`src/rtl/sram_addr_sequencer_if.sv`:
```
// -----------------------------------------------------------------------------
// sram_addr_sequencer_if
// Bundles the AVR strobe inputs and the SRAM-side outputs of the
// sram_addr_sequencer so the design and its user share one port list.
//   master : the AVR side / bench; drives the strobes, observes SRAM outputs
//   slave  : the sequencer; consumes strobes, drives SRAM outputs
// Signals:
//   avr_si, avr_sreg_en_n, avr_counter_n, avr_we_n, avr_oe_n, avr_snes_mode
//   sram_addr[ADDR_W], sram_addr_oe, sram_we_n, sram_oe_n, load_err, avr_so
// -----------------------------------------------------------------------------
interface sram_addr_sequencer_if #(
    parameter int ADDR_W = 24
);
    logic              avr_si;
    logic              avr_sreg_en_n;
    logic              avr_counter_n;
    logic              avr_we_n;
    logic              avr_oe_n;
    logic              avr_snes_mode;
    logic [ADDR_W-1:0] sram_addr;
    logic              sram_addr_oe;
    logic              sram_we_n;
    logic              sram_oe_n;
    logic              load_err;
    logic              avr_so;

    modport master (
        output avr_si, avr_sreg_en_n, avr_counter_n, avr_we_n, avr_oe_n, avr_snes_mode,
        input  sram_addr, sram_addr_oe, sram_we_n, sram_oe_n, load_err, avr_so
    );

    modport slave (
        input  avr_si, avr_sreg_en_n, avr_counter_n, avr_we_n, avr_oe_n, avr_snes_mode,
        output sram_addr, sram_addr_oe, sram_we_n, sram_oe_n, load_err, avr_so
    );
endinterface

```
`src/rtl/sram_addr_sequencer.sv`:
```
// -----------------------------------------------------------------------------
// sram_addr_sequencer
// Owns the cartridge SRAM address behind the AVR command decoder:
//   - serially loads a new address (MSB first) while avr_sreg_en_n is low,
//     committing it only if exactly ADDR_W bits arrived (else load_err sets),
//   - post-increments the address by INC_STEP on each sampled falling edge
//     of avr_counter_n while idle,
//   - gates the AVR read/write strobes onto the SRAM and releases the bus
//     while the SNES owns it.
// Ports:
//   avr_clk      single clock, posedge
//   avr_reset_n  asynchronous active-low reset
//   bus          sram_addr_sequencer_if.slave (strobes in, SRAM outputs out)
// Optional feature macro: ADDR_READBACK_EN
//   When defined, the old address is preloaded into the shift register on
//   the first shift edge and streams out on avr_so MSB-first while the new
//   address streams in. When undefined, avr_so is tied low.
// -----------------------------------------------------------------------------
module sram_addr_sequencer #(
    parameter int ADDR_W     = 24,
    parameter int RESET_ADDR = 0,
    parameter int INC_STEP   = 1
) (
    input  logic                  avr_clk,
    input  logic                  avr_reset_n,
    sram_addr_sequencer_if.slave  bus
);
    // bitcnt must hold ADDR_W+1 (saturation marker for an over-long load)
    localparam int CNT_W = $clog2(ADDR_W + 2);
    localparam logic [ADDR_W-1:0] RESET_VAL = ADDR_W'(RESET_ADDR);
    localparam logic [ADDR_W-1:0] STEP_VAL  = ADDR_W'(INC_STEP);
    localparam logic [CNT_W-1:0]  CNT_FULL  = CNT_W'(ADDR_W);
    localparam logic [CNT_W-1:0]  CNT_SAT   = CNT_W'(ADDR_W + 1);

    typedef enum logic [1:0] {IDLE, SHIFT, COMMIT, SNES} state_t;

    state_t            state_q, state_d;
    logic [ADDR_W-1:0] sreg_q;
    logic [ADDR_W-1:0] addr_q;
    logic [CNT_W-1:0]  bitcnt_q;
    logic              cnt_q;
    logic              addr_oe_q;
    logic              we_n_q;
    logic              oe_n_q;
    logic              load_err_q;
    logic              inc;
    logic              shift_en;
    logic              snes;
    logic              shifting_d;

    assign shift_en   = ~bus.avr_sreg_en_n;
    assign snes       = bus.avr_snes_mode;
    // Falling edge of the counter strobe as seen by two consecutive samples
    assign inc        = cnt_q & ~bus.avr_counter_n;
    // Strobe gating follows the state being entered, so the bus is blocked
    // on the same edge a load begins and released when it ends.
    assign shifting_d = (state_d == SHIFT);

    always_comb begin
        state_d = state_q;
        case (state_q)
            IDLE:    if (snes) state_d = SNES;
                     else if (shift_en) state_d = SHIFT;
            SHIFT:   if (snes) state_d = SNES;
                     else if (!shift_en) state_d = COMMIT;
            COMMIT:  state_d = IDLE;
            SNES:    if (!snes) state_d = IDLE;
            default: state_d = IDLE;
        endcase
    end

`ifdef ADDR_READBACK_EN
    logic so_q;
    assign bus.avr_so = so_q;
`else
    assign bus.avr_so = 1'b0;
`endif

    always_ff @(posedge avr_clk or negedge avr_reset_n) begin
        if (!avr_reset_n) begin
            state_q    <= IDLE;
            sreg_q     <= '0;
            addr_q     <= RESET_VAL;
            bitcnt_q   <= '0;
            cnt_q      <= 1'b1;
            addr_oe_q  <= 1'b0;
            we_n_q     <= 1'b1;
            oe_n_q     <= 1'b1;
            load_err_q <= 1'b0;
`ifdef ADDR_READBACK_EN
            so_q       <= 1'b0;
`endif
        end else begin
            state_q   <= state_d;
            cnt_q     <= bus.avr_counter_n;
            addr_oe_q <= (state_d != SNES);
            // A simultaneous read+write request resolves to a read only
            we_n_q    <= bus.avr_we_n | ~bus.avr_oe_n | snes | shifting_d;
            oe_n_q    <= bus.avr_oe_n | snes | shifting_d;
`ifdef ADDR_READBACK_EN
            so_q      <= 1'b0;
`endif
            case (state_q)
                IDLE: begin
                    if (!snes && shift_en) begin
`ifdef ADDR_READBACK_EN
                        // Preload the current address so it shifts out
                        // while the new one shifts in.
                        sreg_q <= {addr_q[ADDR_W-2:0], bus.avr_si};
                        so_q   <= addr_q[ADDR_W-1];
`else
                        sreg_q <= {sreg_q[ADDR_W-2:0], bus.avr_si};
`endif
                        bitcnt_q <= CNT_W'(1);
                    end else if (inc) begin
                        // Shift wins over a coincident strobe; otherwise
                        // post-increment with natural wrap at 2**ADDR_W.
                        addr_q <= addr_q + STEP_VAL;
                    end
                end
                SHIFT: begin
                    if (!snes && shift_en) begin
                        sreg_q <= {sreg_q[ADDR_W-2:0], bus.avr_si};
`ifdef ADDR_READBACK_EN
                        so_q   <= sreg_q[ADDR_W-1];
`endif
                        if (bitcnt_q != CNT_SAT)
                            bitcnt_q <= bitcnt_q + CNT_W'(1);
                    end
                end
                COMMIT: begin
                    if (bitcnt_q == CNT_FULL) begin
                        addr_q     <= sreg_q;
                        load_err_q <= 1'b0;
                    end else begin
                        load_err_q <= 1'b1;
                    end
                end
                default: ;
            endcase
        end
    end

    assign bus.sram_addr    = addr_q;
    assign bus.sram_addr_oe = addr_oe_q;
    assign bus.sram_we_n    = we_n_q;
    assign bus.sram_oe_n    = oe_n_q;
    assign bus.load_err     = load_err_q;
endmodule

```
`src/flat_wrapper.sv`:
```
// flat-port wrapper written by rule: the top's interface ports become plain ports
module sram_addr_sequencer_flat 
#(
    parameter int ADDR_W     = 24,
    parameter int RESET_ADDR = 0,
    parameter int INC_STEP   = 1
)
  (avr_clk, avr_reset_n, bus_avr_si, bus_avr_sreg_en_n, bus_avr_counter_n, bus_avr_we_n, bus_avr_oe_n, bus_avr_snes_mode, bus_sram_addr, bus_sram_addr_oe, bus_sram_we_n, bus_sram_oe_n, bus_load_err, bus_avr_so);
  sram_addr_sequencer_if #(.ADDR_W(ADDR_W)) bus_i ();
  input  logic avr_clk;
  input  logic avr_reset_n;
  input wire logic [$bits(bus_i.avr_si)-1:0] bus_avr_si;
  input wire logic [$bits(bus_i.avr_sreg_en_n)-1:0] bus_avr_sreg_en_n;
  input wire logic [$bits(bus_i.avr_counter_n)-1:0] bus_avr_counter_n;
  input wire logic [$bits(bus_i.avr_we_n)-1:0] bus_avr_we_n;
  input wire logic [$bits(bus_i.avr_oe_n)-1:0] bus_avr_oe_n;
  input wire logic [$bits(bus_i.avr_snes_mode)-1:0] bus_avr_snes_mode;
  output wire logic [$bits(bus_i.sram_addr)-1:0] bus_sram_addr;
  output wire logic [$bits(bus_i.sram_addr_oe)-1:0] bus_sram_addr_oe;
  output wire logic [$bits(bus_i.sram_we_n)-1:0] bus_sram_we_n;
  output wire logic [$bits(bus_i.sram_oe_n)-1:0] bus_sram_oe_n;
  output wire logic [$bits(bus_i.load_err)-1:0] bus_load_err;
  output wire logic [$bits(bus_i.avr_so)-1:0] bus_avr_so;
  assign bus_i.avr_si = bus_avr_si;
  assign bus_i.avr_sreg_en_n = bus_avr_sreg_en_n;
  assign bus_i.avr_counter_n = bus_avr_counter_n;
  assign bus_i.avr_we_n = bus_avr_we_n;
  assign bus_i.avr_oe_n = bus_avr_oe_n;
  assign bus_i.avr_snes_mode = bus_avr_snes_mode;
  assign bus_sram_addr = bus_i.sram_addr;
  assign bus_sram_addr_oe = bus_i.sram_addr_oe;
  assign bus_sram_we_n = bus_i.sram_we_n;
  assign bus_sram_oe_n = bus_i.sram_oe_n;
  assign bus_load_err = bus_i.load_err;
  assign bus_avr_so = bus_i.avr_so;
  sram_addr_sequencer #(.ADDR_W(ADDR_W), .RESET_ADDR(RESET_ADDR), .INC_STEP(INC_STEP)) u_core (.avr_clk(avr_clk), .avr_reset_n(avr_reset_n), .bus(bus_i));
endmodule
```
`config.mk`:
```
export PLATFORM = sky130hd
export DESIGN_NAME = sram_addr_sequencer_flat
export DESIGN_NICKNAME = d
export VERILOG_FILES = /design/src/rtl/sram_addr_sequencer_if.sv /design/src/rtl/sram_addr_sequencer.sv /design/src/flat_wrapper.sv
export SDC_FILE = /design/constraint.sdc
export NUM_CORES = 1
export LEC_CHECK = 0
export ABC_CLOCK_PERIOD_IN_PS = 3100
export CORE_MARGIN = 2
export CORE_UTILIZATION = 60
export DETAILED_ROUTE_END_ITERATION = 16
export PLACE_DENSITY = 0.94
export SYNTH_ARGS = -nofsm -noshare
export SYNTH_HDL_FRONTEND = slang
export SYNTH_SLANG_ARGS = --single-unit
```
`constraint.sdc`:
```
create_clock -name avr_clk -period 3.1 [get_ports avr_clk]
set_input_delay 0.62 -clock avr_clk [delete_from_list [all_inputs] [get_ports avr_clk]]
set_output_delay 0.62 -clock avr_clk [all_outputs]
set_load 0.005 [all_outputs]
```
[Yosys cells after proc, flatten, opt, wreduce, memory -nomap -nowiden]
Cells that the tools add are included.
Operators by class
  $add $sub $neg: 2
  equality and inequality tests: 13
  mux-type cells: 15
  bitwise logic cells: 9
  reductions and logical operators: 9
Operators by type and width (number)
  $mux 24: 3
  $pmux 24 s2: 1
  $add 24x1->24 const B: 1
  $mux 5: 3
  $mux 2: 5
  $ne 2x1->1 const B: 5
  $pmux 5 s2: 1
  $pmux 2 s4: 1
  $reduce_and 4->1: 2
  $add 5x1->5 const B: 1
  $eq 5x5->1 const B: 1
  $ne 5x5->1 const B: 1
  $or 1x1->1: 5
  $eq 2x1->1 const B: 2
  $eq 2x2->1 const B: 2
  $ne 2x2->1 const B: 2
  $reduce_bool 2->1: 2
  $not 1->1: 3
  $logic_not 2->1: 1
  $reduce_and 2->1: 1
  $reduce_or 2->1: 1
  $and 1x1->1: 1
  $logic_and 1x1->1: 1
  $logic_not 1->1: 1
  $mux 1: 1
Word-level totals
  register bits after elaboration: 60
  input port bits: 8
  output and inout bits: 29
  word-level logic and storage cells: 57

[Logic depth before layout (Yosys ltp)]
  depth after elaboration: 5
  gate-level depth with buffers: 8
  mapped depth without buffers: 7

[Worst setup path before layout]
OpenSTA, ideal clock, no wires.
  path type: in2reg
  start point: in bus_avr_counter_n
  end point: reg u_core.addr_q[23] (netlist: u_core.bus.sram_addr[23])
  setup time: 0.087 ns
  data arrival time: 1.695 ns
  data required time: 3.013 ns
  slack: 1.318 ns
  stages on the path: 6
  path buffers: 1
  cells stage by stage: or3b_1 > a21boi_4 > nor3_4 > buf_4 > o22ai_1 > a211oi_2
On the way
  word-level cells in the longest chain between the ends: 4
RTL lines
  start: declaration: RTL line flat_wrapper.sv:14  | input wire logic [$bits(bus_i.avr_counter_n)-1:0] bus_avr_counter_n;
  $not 1->1: RTL line sram_addr_sequencer.sv:54  | assign inc = cnt_q & ~bus.avr_counter_n;
  $and 1x1->1: RTL line sram_addr_sequencer.sv:54
  $ne 2x1->1 (no source line)
  $reduce_and 4->1 (no source line)
  end signal: assignment: RTL line sram_addr_sequencer.sv:118  | addr_q <= addr_q + STEP_VAL;
  end signal: assignment: RTL line sram_addr_sequencer.sv:133  | addr_q <= sreg_q;
  end: declaration: RTL line sram_addr_sequencer.sv:39  | logic [ADDR_W-1:0] addr_q;
Every way passes these cells.
A chain may end at the register's enable or synchronous reset.

[Worst setup path after layout]
  start point: in bus_avr_counter_n
  end point: reg u_core.addr_q[6] (netlist: u_core.bus.sram_addr[6])
Same word-level chain as after synthesis.

==> metrics.txt <==
status=finished clean; crit path DAT=2.45 ns; Slew headroom=33.6%; leading area contributor after synthesis=dfrtp_1; Synth Area in Adders=1.63%; Worst path slowest cell=clkdlybuf4s50_1; clock sinks=60; wire length per cell=16.7 µm; largest family of logic cells by synthesized area=simple AND/OR/NAND/NOR gates; hpwl dp=roughly 4800 µm; Starting Density=approximately 61%; first-pass GRT wire length=between 10,000 and 15,000 µm; cell count along the critical path=7; RSZ-0062 raised after global routing=no; DR pass1 iterations=5; Inserted Diodes=0; clk root buf=clkbuf_8; antenna violations before repair=0; crit path kind=in -> reg; Max stage delay on crit path=0.42 ns; clock-pin slew on the worst setup and hold paths=around 0.070 ns; most common flop cell mapped by yosys=dfrtp_1; largest net degree at the start of global routing=between 40 and 50; top area cells in the synthesized netlist=dfrtp_1 47%, nand2_1 12%, a21oi_1 4.1%, dfstp_2 2.6%, o21ai_0 2.4%; # setup viols final=0; detailed-route via count=about 2,800; vias per std cell=6.20; area grow syn2layout=22.0%; number of core rows=26; Post-Synthesis Cells=around 340; Unique masters post-synth=51; Post-CTS Repair Setup Buffers=0; # DRC=0; # hold bufs at CTS=0; period utilization=between 70% and 80%; Core Area=roughly 5000 µm²; final global-route overflow total=0; DRT Wirelength=about 7400 µm; routability-driven placement congestion ratio=about 0.84; Worst VDD drop=0.625 mV; Post-synth EDFFs=0; Max H-tree Level=3; CP Capture Type=register; Max clock buf depth=2; Power Density=approximately 830 nW/µm²; post-synth top area share=a little under half; Initial DRC Count=226; synthesized net count=roughly 350; CP cell instances=clkdlybuf4s50_1, or3b_1, a21boi_4, nor3_4, buf_12, o21ai_0, o2bb2ai_1; die area=about 5700 µm²; Die Height=around 75 µm; PortBufs=35; commonest non-fill, non-tap cells in the layout=97 x nand2_1, 57 x dfrtp_1, 34 x clkdlybuf4s50_1; Total GRT Usage=between 20% and 30%; CP top delay family=simple AND/OR/NAND/NOR gates; TritonCTS clock tree=done; vias in the first global route=2,577; Register-to-Register Path Depth=5; Die W=75.5 µm; Mean Syn Cell Area=9.15 µm²; Post-Synth Simple-Gate Area=between 20% and 30%; complex-gate fraction of the synthesized area=17.6%; latest clock arrival within the worst-skew pair=roughly 0.34 ns; pins over their slew limit=0; # IOs=37; Antenna Nets Post-Route=0; cts repair resizes=0; Max Fclk=approximately 450 MHz; Worst Tran Pin Value=about 1 ns; startpoint types=primary input; Synth Cell Area=3060 µm²; Post-Synth XOR/XNOR Area=0%; Buf+Inv Stages, Crit Path=2; commonest non-fill, non-tap cell in the layout=nand2_1; clk_skew=0.00902 ns; Inserted Clock Buffers=9; sequential area share after synthesis=between 40 and 50%; worst hold slack=0.452 ns; setup_tns=0 ns; Final min period=2.23 ns; Leakage Power=~1.7 nW; layout cells sized above 1=a little under an eighth; mux contribution to synthesized area=less than 1%; crit path max fanout=22; Max Cap Viol=0; Crit path required time=between 3 and 4 ns; Synth Register Bits=60; Hold WC Path Type=in -> async; Reg2Reg Setup Slack=a little under 0.9 ns; yosys warns=0; ys async rst share=100%; Final #Nets=about 380; final hold viol count=0; # fillers=around 360
-- synthesized netlist by cell type, types with 2 or more instances --
| cell type | count |
|---|---|
| a22o_1 | 4 |
| nand4_1 | 3 |
| nor2_1 | 15 |
| o32ai_1 | 3 |
| and3_1 | 4 |
| ha_1 | 4 |
| nor3_1 | 7 |
| and4_1 | 2 |
| and4b_1 | 2 |
| dfrtp_1 | 57 |
| a22oi_1 | 2 |
| a211oi_1 | 2 |
| a2bb2oi_1 | 8 |
| and4_2 | 2 |
| or3_1 | 2 |
| nor2b_1 | 2 |
| clkbuf_1 | 6 |
| inv_1 | 5 |
| buf_4 | 2 |
| o22ai_1 | 12 |
| nand3_1 | 12 |
| a21oi_1 | 25 |
| nand2_1 | 97 |
| a31o_2 | 2 |
| nor3_4 | 2 |
| o21ai_0 | 15 |
| a31oi_1 | 2 |
| nor4_4 | 2 |
| dfstp_2 | 3 |
| nand2b_1 | 2 |
| buf_2 | 9 |
-- stage by stage --
step	cells	setup WS, ns	util (%)	total power [mW]	area, µm²
6_report	445	0.871	74.7	3.11	3740
5_1_grt	445	0.730	74.7	3.28	3740
4_1_cts	445	0.887	74.7	3.10	3740
3_5_place_dp	429	0.534	69.3	2.16	3470
3_3_place_gp	429	0.580	69.3	2.10	3470
2_1_floorplan	335	1.32	-	1.73	3060
-- final cells by class --
type / count / area, µm² / share of cell area [%]
repair buffers: 43 / 418 / 11.2
multi-input cells: 251 / 1440 / 38.5
clock inverters: 3 / 90.1 / 2.41
well taps: 70 / 87.6 / 2.34
clock buffers: 13 / 179 / 4.78
inverters: 5 / 18.8 / 0.502
flip-flops and latches: 60 / 1510 / 40.2
-- registers in the layout, indices dropped and copies added, names as in the netlist --
signal and flops:
u_core.bus.sram_we_n 1, u_core.bus.sram_addr_oe 1, u_core.state_q 2, u_core.bus.load_err 1
u_core.bus.sram_oe_n 1, u_core.bitcnt_q 5, u_core.bus.sram_addr 24, u_core.cnt_q 1
u_core.sreg_q 24
-- cell families after synthesis --
family                     after synthesis
and+or+nand+nor                        162
AOI/OAI and AO/OA                       82
DFF                                     60
buffers and inverters                   24
adders and majority gates                4
muxes                                    2
other                                    1
-- final timing paths --
path,startpoint,to
worst min register to register,u_core.sreg_q[6],u_core.sreg_q[7]
min in group avr_clk,u_core.sreg_q[6],u_core.sreg_q[7]
max in group asynchronous,avr_reset_n,u_core.sreg_q[14]
worst max-delay path,bus_avr_counter_n,u_core.bus.sram_addr[6]
worst max register to register,u_core.bus.sram_addr[0],u_core.bus.sram_addr[19]
worst min-delay path,avr_reset_n,u_core.bus.sram_addr[10]
-- power breakdown --
group	leakage, nW	internal [mW]	total, mW	switching, mW
Combinational	0.805	0.472	0.874	0.402
Clock	0.136	0.622	0.931	0.308
Sequential	0.759	0.994	1.30	0.308
-- routing by layer --
layer / part of all wire [%] / wire length [µm] / GRT usage (%)
met1: 40 / 2970 / 36.9
met2: 51 / 3770 / 46.8
met3: 7.0 / 521 / 3.84
met4: 2.1 / 159 / 14.2
met5: 0 / 0 / 0
Power figures use the tool's default switching activity.
